File: config.mk
export PLATFORM = sky130hd
export DESIGN_NAME = axil_cmd_master_flat
export DESIGN_NICKNAME = d
export VERILOG_FILES = /design/src/rtl/axil_cmd_master_if.sv /design/src/rtl/axil_cmd_master.sv /design/src/flat_wrapper.sv
export SDC_FILE = /design/constraint.sdc
export NUM_CORES = 1
export LEC_CHECK = 0
export CORE_ASPECT_RATIO = 1.25
export CORE_MARGIN = 3
export CORE_UTILIZATION = 41
export DETAILED_ROUTE_END_ITERATION = 16
export GPL_TIMING_DRIVEN = 0
export MAX_ROUTING_LAYER = met4
export PLACE_DENSITY_LB_ADDON = 0.2
export SYNTH_ARGS = -nofsm -noshare
export SYNTH_HDL_FRONTEND = slang
export SYNTH_SLANG_ARGS = --single-unit
File: constraint.sdc
create_clock -name ACLK -period 4.3 [get_ports ACLK]
set_clock_uncertainty 0.1 [all_clocks]
set_input_delay 0.43 -clock ACLK [delete_from_list [all_inputs] [get_ports ACLK]]
set_output_delay 0.43 -clock ACLK [all_outputs]
set_load 0.03 [all_outputs]
File: src/rtl/axil_cmd_master_if.sv
// AXI4-Lite bus bundle between axil_cmd_master and its slave (axil_dpmem).
// The master modport drives AW/W/AR valids, payloads and B/R readies; the slave modport is the mirror.
interface axil_cmd_master_if #(
    parameter int ADDR_W = 32,
    parameter int DATA_W = 32,
    parameter int STRB_W = DATA_W / 8
) ();
    logic              AW_VALID;
    logic              AW_READY;
    logic [ADDR_W-1:0] AW_ADDR;
    logic              W_VALID;
    logic              W_READY;
    logic [DATA_W-1:0] W_DATA;
    logic [STRB_W-1:0] W_STRB;
    logic              B_VALID;
    logic              B_READY;
    logic [1:0]        B_RESP;
    logic              AR_VALID;
    logic              AR_READY;
    logic [ADDR_W-1:0] AR_ADDR;
    logic              R_VALID;
    logic              R_READY;
    logic [DATA_W-1:0] R_DATA;
    logic [1:0]        R_RESP;

    modport master (
        output AW_VALID, AW_ADDR, W_VALID, W_DATA, W_STRB, B_READY,
        output AR_VALID, AR_ADDR, R_READY,
        input  AW_READY, W_READY, B_VALID, B_RESP,
        input  AR_READY, R_VALID, R_DATA, R_RESP
    );

    modport slave (
        input  AW_VALID, AW_ADDR, W_VALID, W_DATA, W_STRB, B_READY,
        input  AR_VALID, AR_ADDR, R_READY,
        output AW_READY, W_READY, B_VALID, B_RESP,
        output AR_READY, R_VALID, R_DATA, R_RESP
    );
endinterface

File: src/rtl/axil_cmd_master.sv
// Single-outstanding AXI4-Lite master: one valid/ready command in, one AXI-Lite transaction out, one response back.
// Define AXIL_MST_TIMEOUT_EN to add a per-wait watchdog that ends a stalled transaction with SLVERR.
module axil_cmd_master #(
    parameter int ADDR_W         = 32,
    parameter int DATA_W         = 32,
    parameter int STRB_W         = DATA_W / 8,
    parameter int TIMEOUT_CYCLES = 256
) (
    input  logic              ACLK,
    input  logic              ARESET,
    input  logic              cmd_valid,
    output logic              cmd_ready,
    input  logic              cmd_write,
    input  logic [ADDR_W-1:0] cmd_addr,
    input  logic [DATA_W-1:0] cmd_wdata,
    input  logic [STRB_W-1:0] cmd_wstrb,
    output logic              rsp_valid,
    input  logic              rsp_ready,
    output logic              rsp_write,
    output logic [DATA_W-1:0] rsp_rdata,
    output logic [1:0]        rsp_resp,
    output logic              rsp_timeout,
    axil_cmd_master_if.master axi
);

    localparam logic [2:0] IDLE    = 3'd0;
    localparam logic [2:0] WR_REQ  = 3'd1;
    localparam logic [2:0] WR_RESP = 3'd2;
    localparam logic [2:0] RD_REQ  = 3'd3;
    localparam logic [2:0] RD_DATA = 3'd4;
    localparam logic [2:0] RSP     = 3'd5;

    localparam logic [1:0] RESP_SLVERR = 2'b10;

    if (TIMEOUT_CYCLES < 1) begin : g_bad_timeout
        $error("axil_cmd_master: TIMEOUT_CYCLES must be at least 1");
    end
    if (STRB_W * 8 != DATA_W) begin : g_bad_strb
        $error("axil_cmd_master: STRB_W must equal DATA_W/8");
    end

    logic [2:0]        state;
    logic [2:0]        state_next;
    logic              aw_done;
    logic              w_done;
    logic [ADDR_W-1:0] addr_q;
    logic [DATA_W-1:0] wdata_q;
    logic [STRB_W-1:0] wstrb_q;
    logic              rsp_write_q;
    logic [DATA_W-1:0] rsp_rdata_q;
    logic [1:0]        rsp_resp_q;
    logic              wd_fire;

    // Every output below is a function of registers only, so no input reaches an output combinationally.
    assign cmd_ready    = (state == IDLE);
    assign rsp_valid    = (state == RSP);
    assign rsp_write    = rsp_write_q;
    assign rsp_rdata    = rsp_rdata_q;
    assign rsp_resp     = rsp_resp_q;

    assign axi.AW_VALID = (state == WR_REQ) && !aw_done;
    assign axi.W_VALID  = (state == WR_REQ) && !w_done;
    assign axi.B_READY  = (state == WR_RESP);
    assign axi.AR_VALID = (state == RD_REQ);
    assign axi.R_READY  = (state == RD_DATA);
    assign axi.AW_ADDR  = addr_q;
    assign axi.AR_ADDR  = addr_q;
    assign axi.W_DATA   = wdata_q;
    assign axi.W_STRB   = wstrb_q;

    logic aw_hs, w_hs, b_hs, ar_hs, r_hs, cmd_hs, rsp_hs;
    assign aw_hs  = axi.AW_VALID && axi.AW_READY;
    assign w_hs   = axi.W_VALID  && axi.W_READY;
    assign b_hs   = axi.B_READY  && axi.B_VALID;
    assign ar_hs  = axi.AR_VALID && axi.AR_READY;
    assign r_hs   = axi.R_READY  && axi.R_VALID;
    assign cmd_hs = cmd_valid && cmd_ready;
    assign rsp_hs = rsp_valid && rsp_ready;

    always_comb begin
        // NOTE: default assignment first so no path through the case leaves state_next unassigned (no latch).
        state_next = state;
        case (state)
            IDLE: begin
                if (cmd_hs) state_next = cmd_write ? WR_REQ : RD_REQ;
            end
            WR_REQ: begin
                // Either channel may finish first; leave as soon as the last one handshakes.
                if (wd_fire)                                        state_next = RSP;
                else if ((aw_done || aw_hs) && (w_done || w_hs))    state_next = WR_RESP;
            end
            WR_RESP: begin
                if (wd_fire || b_hs) state_next = RSP;
            end
            RD_REQ: begin
                if (wd_fire)    state_next = RSP;
                else if (ar_hs) state_next = RD_DATA;
            end
            RD_DATA: begin
                if (wd_fire || r_hs) state_next = RSP;
            end
            RSP: begin
                if (rsp_hs) state_next = IDLE;
            end
            default: state_next = IDLE;
        endcase
    end

    always_ff @(posedge ACLK) begin
        // NOTE: sequential state uses non-blocking assignments so every register samples pre-edge values.
        if (ARESET) begin
            state       <= IDLE;
            aw_done     <= 1'b0;
            w_done      <= 1'b0;
            addr_q      <= '0;
            wdata_q     <= '0;
            wstrb_q     <= '0;
            rsp_write_q <= 1'b0;
            rsp_rdata_q <= '0;
            rsp_resp_q  <= 2'b00;
        end else begin
            state <= state_next;
            case (state)
                IDLE: begin
                    if (cmd_hs) begin
                        addr_q      <= cmd_addr;
                        wdata_q     <= cmd_wdata;
                        wstrb_q     <= cmd_wstrb;
                        rsp_write_q <= cmd_write;
                        aw_done     <= 1'b0;
                        w_done      <= 1'b0;
                    end
                end
                WR_REQ: begin
                    if (aw_hs) aw_done <= 1'b1;
                    if (w_hs)  w_done  <= 1'b1;
                end
                WR_RESP: begin
                    if (b_hs) begin
                        rsp_resp_q  <= axi.B_RESP;
                        rsp_rdata_q <= '0;
                    end
                end
                RD_DATA: begin
                    if (r_hs) begin
                        rsp_resp_q  <= axi.R_RESP;
                        rsp_rdata_q <= axi.R_DATA;
                    end
                end
                default: ;
            endcase
            // A watchdog expiry never coincides with a handshake, so it cannot fight the captures above.
            if (wd_fire) begin
                rsp_resp_q  <= RESP_SLVERR;
                rsp_rdata_q <= '0;
            end
        end
    end

`ifdef AXIL_MST_TIMEOUT_EN
    localparam int CNT_W = $clog2(TIMEOUT_CYCLES + 1);

    logic [CNT_W-1:0] wd_cnt;
    logic             wd_busy;
    logic             any_hs;
    logic             rsp_timeout_q;

    assign wd_busy = (state == WR_REQ) || (state == WR_RESP) ||
                     (state == RD_REQ) || (state == RD_DATA);
    assign any_hs  = aw_hs || w_hs || b_hs || ar_hs || r_hs;
    assign wd_fire = wd_busy && !any_hs && (wd_cnt == CNT_W'(TIMEOUT_CYCLES - 1));

    // Restart the count on every state entry and on every handshake, so the limit applies per slave wait.
    always_ff @(posedge ACLK) begin
        if (ARESET || !wd_busy || any_hs || (state_next != state)) begin
            wd_cnt <= '0;
        end else begin
            wd_cnt <= wd_cnt + CNT_W'(1);
        end
    end

    always_ff @(posedge ACLK) begin
        if (ARESET || cmd_hs) begin
            rsp_timeout_q <= 1'b0;
        end else if (wd_fire) begin
            rsp_timeout_q <= 1'b1;
        end
    end

    assign rsp_timeout = rsp_timeout_q;
`else
    assign wd_fire     = 1'b0;
    assign rsp_timeout = 1'b0;
`endif

endmodule

File: src/flat_wrapper.sv
// flat-port wrapper written by rule: the top's interface ports become plain ports
module axil_cmd_master_flat 
#(
    parameter int ADDR_W         = 32,
    parameter int DATA_W         = 32,
    parameter int STRB_W         = DATA_W / 8,
    parameter int TIMEOUT_CYCLES = 256
)
  (ACLK, ARESET, cmd_valid, cmd_ready, cmd_write, cmd_addr, cmd_wdata, cmd_wstrb, rsp_valid, rsp_ready, rsp_write, rsp_rdata, rsp_resp, rsp_timeout, axi_AW_VALID, axi_AW_ADDR, axi_W_VALID, axi_W_DATA, axi_W_STRB, axi_B_READY, axi_AR_VALID, axi_AR_ADDR, axi_R_READY, axi_AW_READY, axi_W_READY, axi_B_VALID, axi_B_RESP, axi_AR_READY, axi_R_VALID, axi_R_DATA, axi_R_RESP);
  axil_cmd_master_if #(.ADDR_W(ADDR_W), .DATA_W(DATA_W), .STRB_W(STRB_W)) axi_i ();
  input  logic ACLK;
  input  logic ARESET;
  input  logic cmd_valid;
  output logic cmd_ready;
  input  logic cmd_write;
  input  logic [ADDR_W-1:0] cmd_addr;
  input  logic [DATA_W-1:0] cmd_wdata;
  input  logic [STRB_W-1:0] cmd_wstrb;
  output logic rsp_valid;
  input  logic rsp_ready;
  output logic rsp_write;
  output logic [DATA_W-1:0] rsp_rdata;
  output logic [1:0] rsp_resp;
  output logic rsp_timeout;
  output wire logic [$bits(axi_i.AW_VALID)-1:0] axi_AW_VALID;
  output wire logic [$bits(axi_i.AW_ADDR)-1:0] axi_AW_ADDR;
  output wire logic [$bits(axi_i.W_VALID)-1:0] axi_W_VALID;
  output wire logic [$bits(axi_i.W_DATA)-1:0] axi_W_DATA;
  output wire logic [$bits(axi_i.W_STRB)-1:0] axi_W_STRB;
  output wire logic [$bits(axi_i.B_READY)-1:0] axi_B_READY;
  output wire logic [$bits(axi_i.AR_VALID)-1:0] axi_AR_VALID;
  output wire logic [$bits(axi_i.AR_ADDR)-1:0] axi_AR_ADDR;
  output wire logic [$bits(axi_i.R_READY)-1:0] axi_R_READY;
  input wire logic [$bits(axi_i.AW_READY)-1:0] axi_AW_READY;
  input wire logic [$bits(axi_i.W_READY)-1:0] axi_W_READY;
  input wire logic [$bits(axi_i.B_VALID)-1:0] axi_B_VALID;
  input wire logic [$bits(axi_i.B_RESP)-1:0] axi_B_RESP;
  input wire logic [$bits(axi_i.AR_READY)-1:0] axi_AR_READY;
  input wire logic [$bits(axi_i.R_VALID)-1:0] axi_R_VALID;
  input wire logic [$bits(axi_i.R_DATA)-1:0] axi_R_DATA;
  input wire logic [$bits(axi_i.R_RESP)-1:0] axi_R_RESP;
  assign axi_AW_VALID = axi_i.AW_VALID;
  assign axi_AW_ADDR = axi_i.AW_ADDR;
  assign axi_W_VALID = axi_i.W_VALID;
  assign axi_W_DATA = axi_i.W_DATA;
  assign axi_W_STRB = axi_i.W_STRB;
  assign axi_B_READY = axi_i.B_READY;
  assign axi_AR_VALID = axi_i.AR_VALID;
  assign axi_AR_ADDR = axi_i.AR_ADDR;
  assign axi_R_READY = axi_i.R_READY;
  assign axi_i.AW_READY = axi_AW_READY;
  assign axi_i.W_READY = axi_W_READY;
  assign axi_i.B_VALID = axi_B_VALID;
  assign axi_i.B_RESP = axi_B_RESP;
  assign axi_i.AR_READY = axi_AR_READY;
  assign axi_i.R_VALID = axi_R_VALID;
  assign axi_i.R_DATA = axi_R_DATA;
  assign axi_i.R_RESP = axi_R_RESP;
  axil_cmd_master #(.ADDR_W(ADDR_W), .DATA_W(DATA_W), .STRB_W(STRB_W), .TIMEOUT_CYCLES(TIMEOUT_CYCLES)) u_core (.ACLK(ACLK), .ARESET(ARESET), .cmd_valid(cmd_valid), .cmd_ready(cmd_ready), .cmd_write(cmd_write), .cmd_addr(cmd_addr), .cmd_wdata(cmd_wdata), .cmd_wstrb(cmd_wstrb), .rsp_valid(rsp_valid), .rsp_ready(rsp_ready), .rsp_write(rsp_write), .rsp_rdata(rsp_rdata), .rsp_resp(rsp_resp), .rsp_timeout(rsp_timeout), .axi(axi_i));
endmodule
---- Word-level counts from Yosys, hierarchy flattened ----
Cells that the tools add are included.
word-level totals
  output and inout bits ................... 143
  bits of input ports ..................... 114
  word-level logic and storage cells ...... 63
  register bits ........................... 108
operators by class
  eq/ne operators ......................... 13
  muxes and demuxes ....................... 19
  reductions and logical operators ........ 22
operators with widths
  operator                                                                  count
  32-bit two-way mux                                                        2
  32-bit one-hot mux with 2 select lines                                    1
  3-bit two-way mux                                                         6
  3-bit one-hot mux with 6 select lines                                     1
  2-bit inequality test (second input constant)                             6
  1-bit logical AND                                                         10
  3-bit AND reduction                                                       3
  3-bit by 2-bit equality test with 1-bit output (second input constant)    2
  3-bit equality test (second input constant)                               2
  2-bit two-way mux                                                         3
  6-bit AND reduction                                                       1
  2-bit by 1-bit inequality test with 1-bit output (second input constant)  2
  1-bit one-hot mux with 2 select lines                                     2
  2-bit one-hot mux with 2 select lines                                     1
  2-bit nonzero test                                                        2
  3-bit by 1-bit equality test with 1-bit output (second input constant)    1
  3-bit logical NOT                                                         1
  1-bit two-way mux                                                         3
  1-bit logical NOT                                                         2
  1-bit logical OR                                                          2
  2-bit AND reduction                                                       1

---- Depth between registers and ports, before layout ----
  depth in word-level cells ............... 7
  gate-level depth with buffers ........... 7

---- Least setup slack after synthesis ----
No wires, ideal clock.
  path type ............................... register to output
  from .................................... register u_core.state[0]
  to ...................................... output axi_B_READY
  stages on the path, launching flop included .. 4
  slack ................................... 2.456 ns
  required time ........................... 3.770 ns
  data arrival time ....................... 1.314 ns
  cells stage by stage .................... dfxtp_1 -> buf_6 -> buf_2 -> nor3b_1
between the ends
  longest elaborated chain between the ends .. 1
ends and longest elaborated chain
  element                                         RTL line                text
  start, declared                                 axil_cmd_master.sv:42   logic [2:0] state;
  start signal, assigned                          axil_cmd_master.sv:122  state <= state_next;
  3-bit by 2-bit equality test with 1-bit output  axil_cmd_master.sv:63   assign axi.B_READY = (state == WR_RESP);
  end, declared                                   flat_wrapper.sv:30      output wire logic [$bits(axi_i.B_READY)-1:0] axi_B_READY;
No other way between the ends.

---- Worst setup path after layout ----
  from .................................... register u_core.state[2]
  to ...................................... output axi_AW_VALID
between the ends
  longest elaborated chain between the ends .. 2
ends and longest elaborated chain
  element                                         RTL line               text
  3-bit by 1-bit equality test with 1-bit output  axil_cmd_master.sv:61  assign axi.AW_VALID = (state == WR_REQ) && !aw_done;
  1-bit logical AND                               axil_cmd_master.sv:61
  end, declared                                   flat_wrapper.sv:25     output wire logic [$bits(axi_i.AW_VALID)-1:0] axi_AW_VALID;
No other way between the ends.

==> flow_metrics.env <==
export IMPL_outcome="finished, final reports clean"
export IMPL_via_count=4332
export IMPL_synthDistinctLibCells=34
export IMPL_post_cts_resized=0
export IMPL_dpl_instance_area_sq_um=7148
export IMPL_die_w_um=99.12
export IMPL_worst_setup_hold_path_clk_slew_ns=0.07
export IMPL_drive_gt1_share_pct=16.47
export IMPL_synth_sequential_area_ratio_pct=48.65
export IMPL_post_synth_cell_area_avg_sq_um=8.978
export IMPL_io_pins=257
export IMPL_hold_class="reg2reg"
export IMPL_maxCapViolCount=0
export IMPL_vdd_ir_drop_max_v=0.0002694
export IMPL_postLayoutSetupSlackWorst_ns=1.689
export IMPL_worstSetupPathType="reg2out"
export IMPL_area_added_between_synthesis_and_finish_pct=67.48
export IMPL_final_hold_violation_count=0
export IMPL_syn_inst=495
export IMPL_first_pass_grt_wire_length_um=21560
export IMPL_synth_warnings=0
export IMPL_drt_iter0_markers=160
export IMPL_worst_path_max_fanout=10
export IMPL_use_met3_pct=5.003
export IMPL_ant_nets=0
export IMPL_gr_total_overflow=0
export IMPL_holdWs_ns=0.3564
export IMPL_post_cts_setup_buffers=0
export IMPL_drv_slew=0
export IMPL_register_area_sq_um=2162
export IMPL_power_density_nw_per_um2=490.3
export IMPL_fp_row_count=41
export IMPL_cts_inserted_buffers=9
export IMPL_most_common_cell_after_layout_fill_and_taps_aside="sky130_fd_sc_hd__clkdlybuf4s50_1"
export IMPL_num_antenna_cells=0
export IMPL_tightestPinTransition_ns=0.6051
export IMPL_layout_common_cells="sky130_fd_sc_hd__clkdlybuf4s50_1, sky130_fd_sc_hd__nand2_1, sky130_fd_sc_hd__dfxtp_1, sky130_fd_sc_hd__a21oi_1, sky130_fd_sc_hd__nor2_1"
export IMPL_fin_area_sq_um=7443
export IMPL_ctsRootBufferMaster="sky130_fd_sc_hd__clkbuf_16"
export IMPL_cts_htree_levels=3
export IMPL_reg2reg_from="u_core.state[2]$_SDFFE_PP0P_"
export IMPL_dieArea_sq_um=12130
export IMPL_routed_wire_length_per_instance_um=15.24
export IMPL_area_of_combinational_cells_with_multiple_inputs_sq_um=1743
export IMPL_arrival_ns=2.08
export IMPL_gp_congestion=0.7527
export IMPL_via_per_inst=4.846
export IMPL_finalWirelength_um=13630
export IMPL_antenna_found_initial=0
export IMPL_finalNonFillerCells=894
export IMPL_firstDrtPassIters=4
export IMPL_drc=0
export IMPL_setup_worst_path_end="axi_AW_VALID"
export IMPL_height_of_the_chip_um=122.4
export IMPL_grt_busiest_layer="met2"
export IMPL_synthesis_nets=609
export IMPL_half_perimeter_wire_length_after_detailed_placement_um=10840
export IMPL_grt_max_degree=17
export IMPL_fin_tns_setup_ns=0
export IMPL_clock_insertion_delay_worst_skew_ns=0.34
export IMPL_grt_pass1_vias=4542
export IMPL_floorplan_core_area_sq_um=10310
export IMPL_use_met1_pct=24.74
export IMPL_max_slew_margin_rel_pct=59.66
export IMPL_timing_rr_end="u_core.rsp_resp[1]$_SDFFE_PP0P_"
export IMPL_clock_fmax_mhz=383.0
export IMPL_finalCoreUtilization_pct=72.19
export IMPL_number_of_nets_in_the_layout=874
export IMPL_post_place_cells=878
export IMPL_cts_hold_fix_buffers=0
export IMPL_dp_slack_ns=2.012
export IMPL_final_fill_count=789
export IMPL_port_buffer_count=254
export IMPL_critPathLaunch="u_core.state[2]$_SDFFE_PP0P_"
export IMPL_global_route_usage_total_pct=22.90
export IMPL_static_leakage_power_nw=2.776
export IMPL_reg2regPathDepth=5
export IMPL_reg2reg_setup_slack_ns=2.70
export IMPL_final_period_utilization_pct=60.72
export IMPL_critical_path_required_ns=3.77
export IMPL_final_setup_viol_count=0
export IMPL_endpoint_kind="output port"
export IMPL_number_of_storage_elements_in_the_synthesis_netlist=108
export IMPL_groute_layer_met2_usage_pct=41.22
export IMPL_cts_num_sinks=108
export IMPL_clock_path_buffers=2
export IMPL_startpoint_type_of_the_worst_setup_path="flip-flop"
export IMPL_design_power_total_mw=3.649
export IMPL_tritoncts="built"
export IMPL_final_min_clock_period_ns=2.611
export IMPL_area_of_the_mapped_netlist_sq_um=4444
export IMPL_initial_utilization_pct=43.10
export IMPL_grt_setup_unrepaired="no"
[area by class of cell]
type	count	share of cell area, %
Timing Repair Buffer	254	34.16
Tap cell	129	2.168
Multi-Input combinational cell	315	23.42
Clock buffer	12	3.311
Buffer	72	7.245
Sequential cell	108	29.05
Clock inverter	4	0.6556
[how the worst min path moves through the flow]
stage / cells past startpoint / from / slack (ns) / end
floorplan: 2 / u_core.aw_done$_SDFFE_PP0P_ / 0.41 / u_core.aw_done$_SDFFE_PP0P_
global placement: 2 / u_core.axi.W_DATA[10]$_SDFFE_PP0P_ / 0.34 / u_core.axi.W_DATA[10]$_SDFFE_PP0P_
detailed placement: 2 / u_core.axi.W_DATA[1]$_SDFFE_PP0P_ / 0.35 / u_core.axi.W_DATA[1]$_SDFFE_PP0P_
CTS: 2 / u_core.axi.W_DATA[1]$_SDFFE_PP0P_ / 0.36 / u_core.axi.W_DATA[1]$_SDFFE_PP0P_
global route: 2 / u_core.axi.W_DATA[8]$_SDFFE_PP0P_ / 0.38 / u_core.axi.W_DATA[8]$_SDFFE_PP0P_
finish: 2 / u_core.axi.W_DATA[7]$_SDFFE_PP0P_ / 0.36 / u_core.axi.W_DATA[7]$_SDFFE_PP0P_
[per-layer routing]
layer / vias up / wire [um]
li1: 2127 / -
met2: 154 / 7320
met5: - / 0
met3: 21 / 822
met1: 2030 / 5164
met4: 0 / 316
[power breakdown]
group / internal (mW) / total (mW) / switching, mW
clock: 0.467 / 0.821 / 0.354
sequential: 1.14 / 1.22 / 0.0874
combinational: 0.715 / 1.61 / 0.890
[critical path, stage by stage, from the launching register on]
cell and delay, ns:
sky130_fd_sc_hd__dfxtp_1 0.33, sky130_fd_sc_hd__buf_4 0.17, sky130_fd_sc_hd__nor2_1 0.31, sky130_fd_sc_hd__nand2_1 0.14, sky130_fd_sc_hd__nor2_1 0.10, sky130_fd_sc_hd__clkdlybuf4s50_1 0.70
[synthesized netlist by cell type (all sizes together)]
| cell type | n | area share [%] |
|---|---|---|
| nand2 | 143 | 13 |
| dfxtp | 108 | 49 |
| a21oi | 72 | 9.0 |
| buf | 57 | 11 |
| nor2 | 37 | 3.1 |
| a22oi | 32 | 8.8 |
| clkbuf | 15 | 1.3 |
| mux2i | 4 | 0.90 |
| nand2b | 3 | 0.42 |
| nor3 | 3 | 0.59 |
| a31oi | 2 | 0.28 |
| and2 | 2 | 0.31 |
| and3b | 2 | 0.39 |
| mux2 | 2 | 0.51 |
| nand3b | 2 | 0.34 |
| nor2b | 2 | 0.28 |
| nor3b | 2 | 0.59 |
| a211o | 1 | 0.20 |
| a21o | 1 | 0.17 |
| conb | 1 | 0.084 |
| nand3 | 1 | 0.11 |
| o211ai | 1 | 0.17 |
| o21ai | 1 | 0.11 |
| o221ai | 1 | 0.20 |
[cells by family after synthesis]
group,synth area share [%]
AND/OR/NAND/NOR,18.86
AO/OA/AOI/OAI,18.86
flip-flops,48.65
buffers and inverters,12.13
multiplexers,1.408
other,0.08438
[flip-flops by register name, indices dropped and copies added (netlist names)]
| signal | flops |
|---|---|
| u_core.aw_done | 1 |
| u_core.axi.AR_ADDR | 32 |
| u_core.axi.W_DATA | 32 |
| u_core.axi.W_STRB | 4 |
| u_core.rsp_rdata | 32 |
| u_core.rsp_resp | 2 |
| u_core.rsp_write | 1 |
| u_core.state | 3 |
| u_core.w_done | 1 |
(Power assumes the default switching activity.)
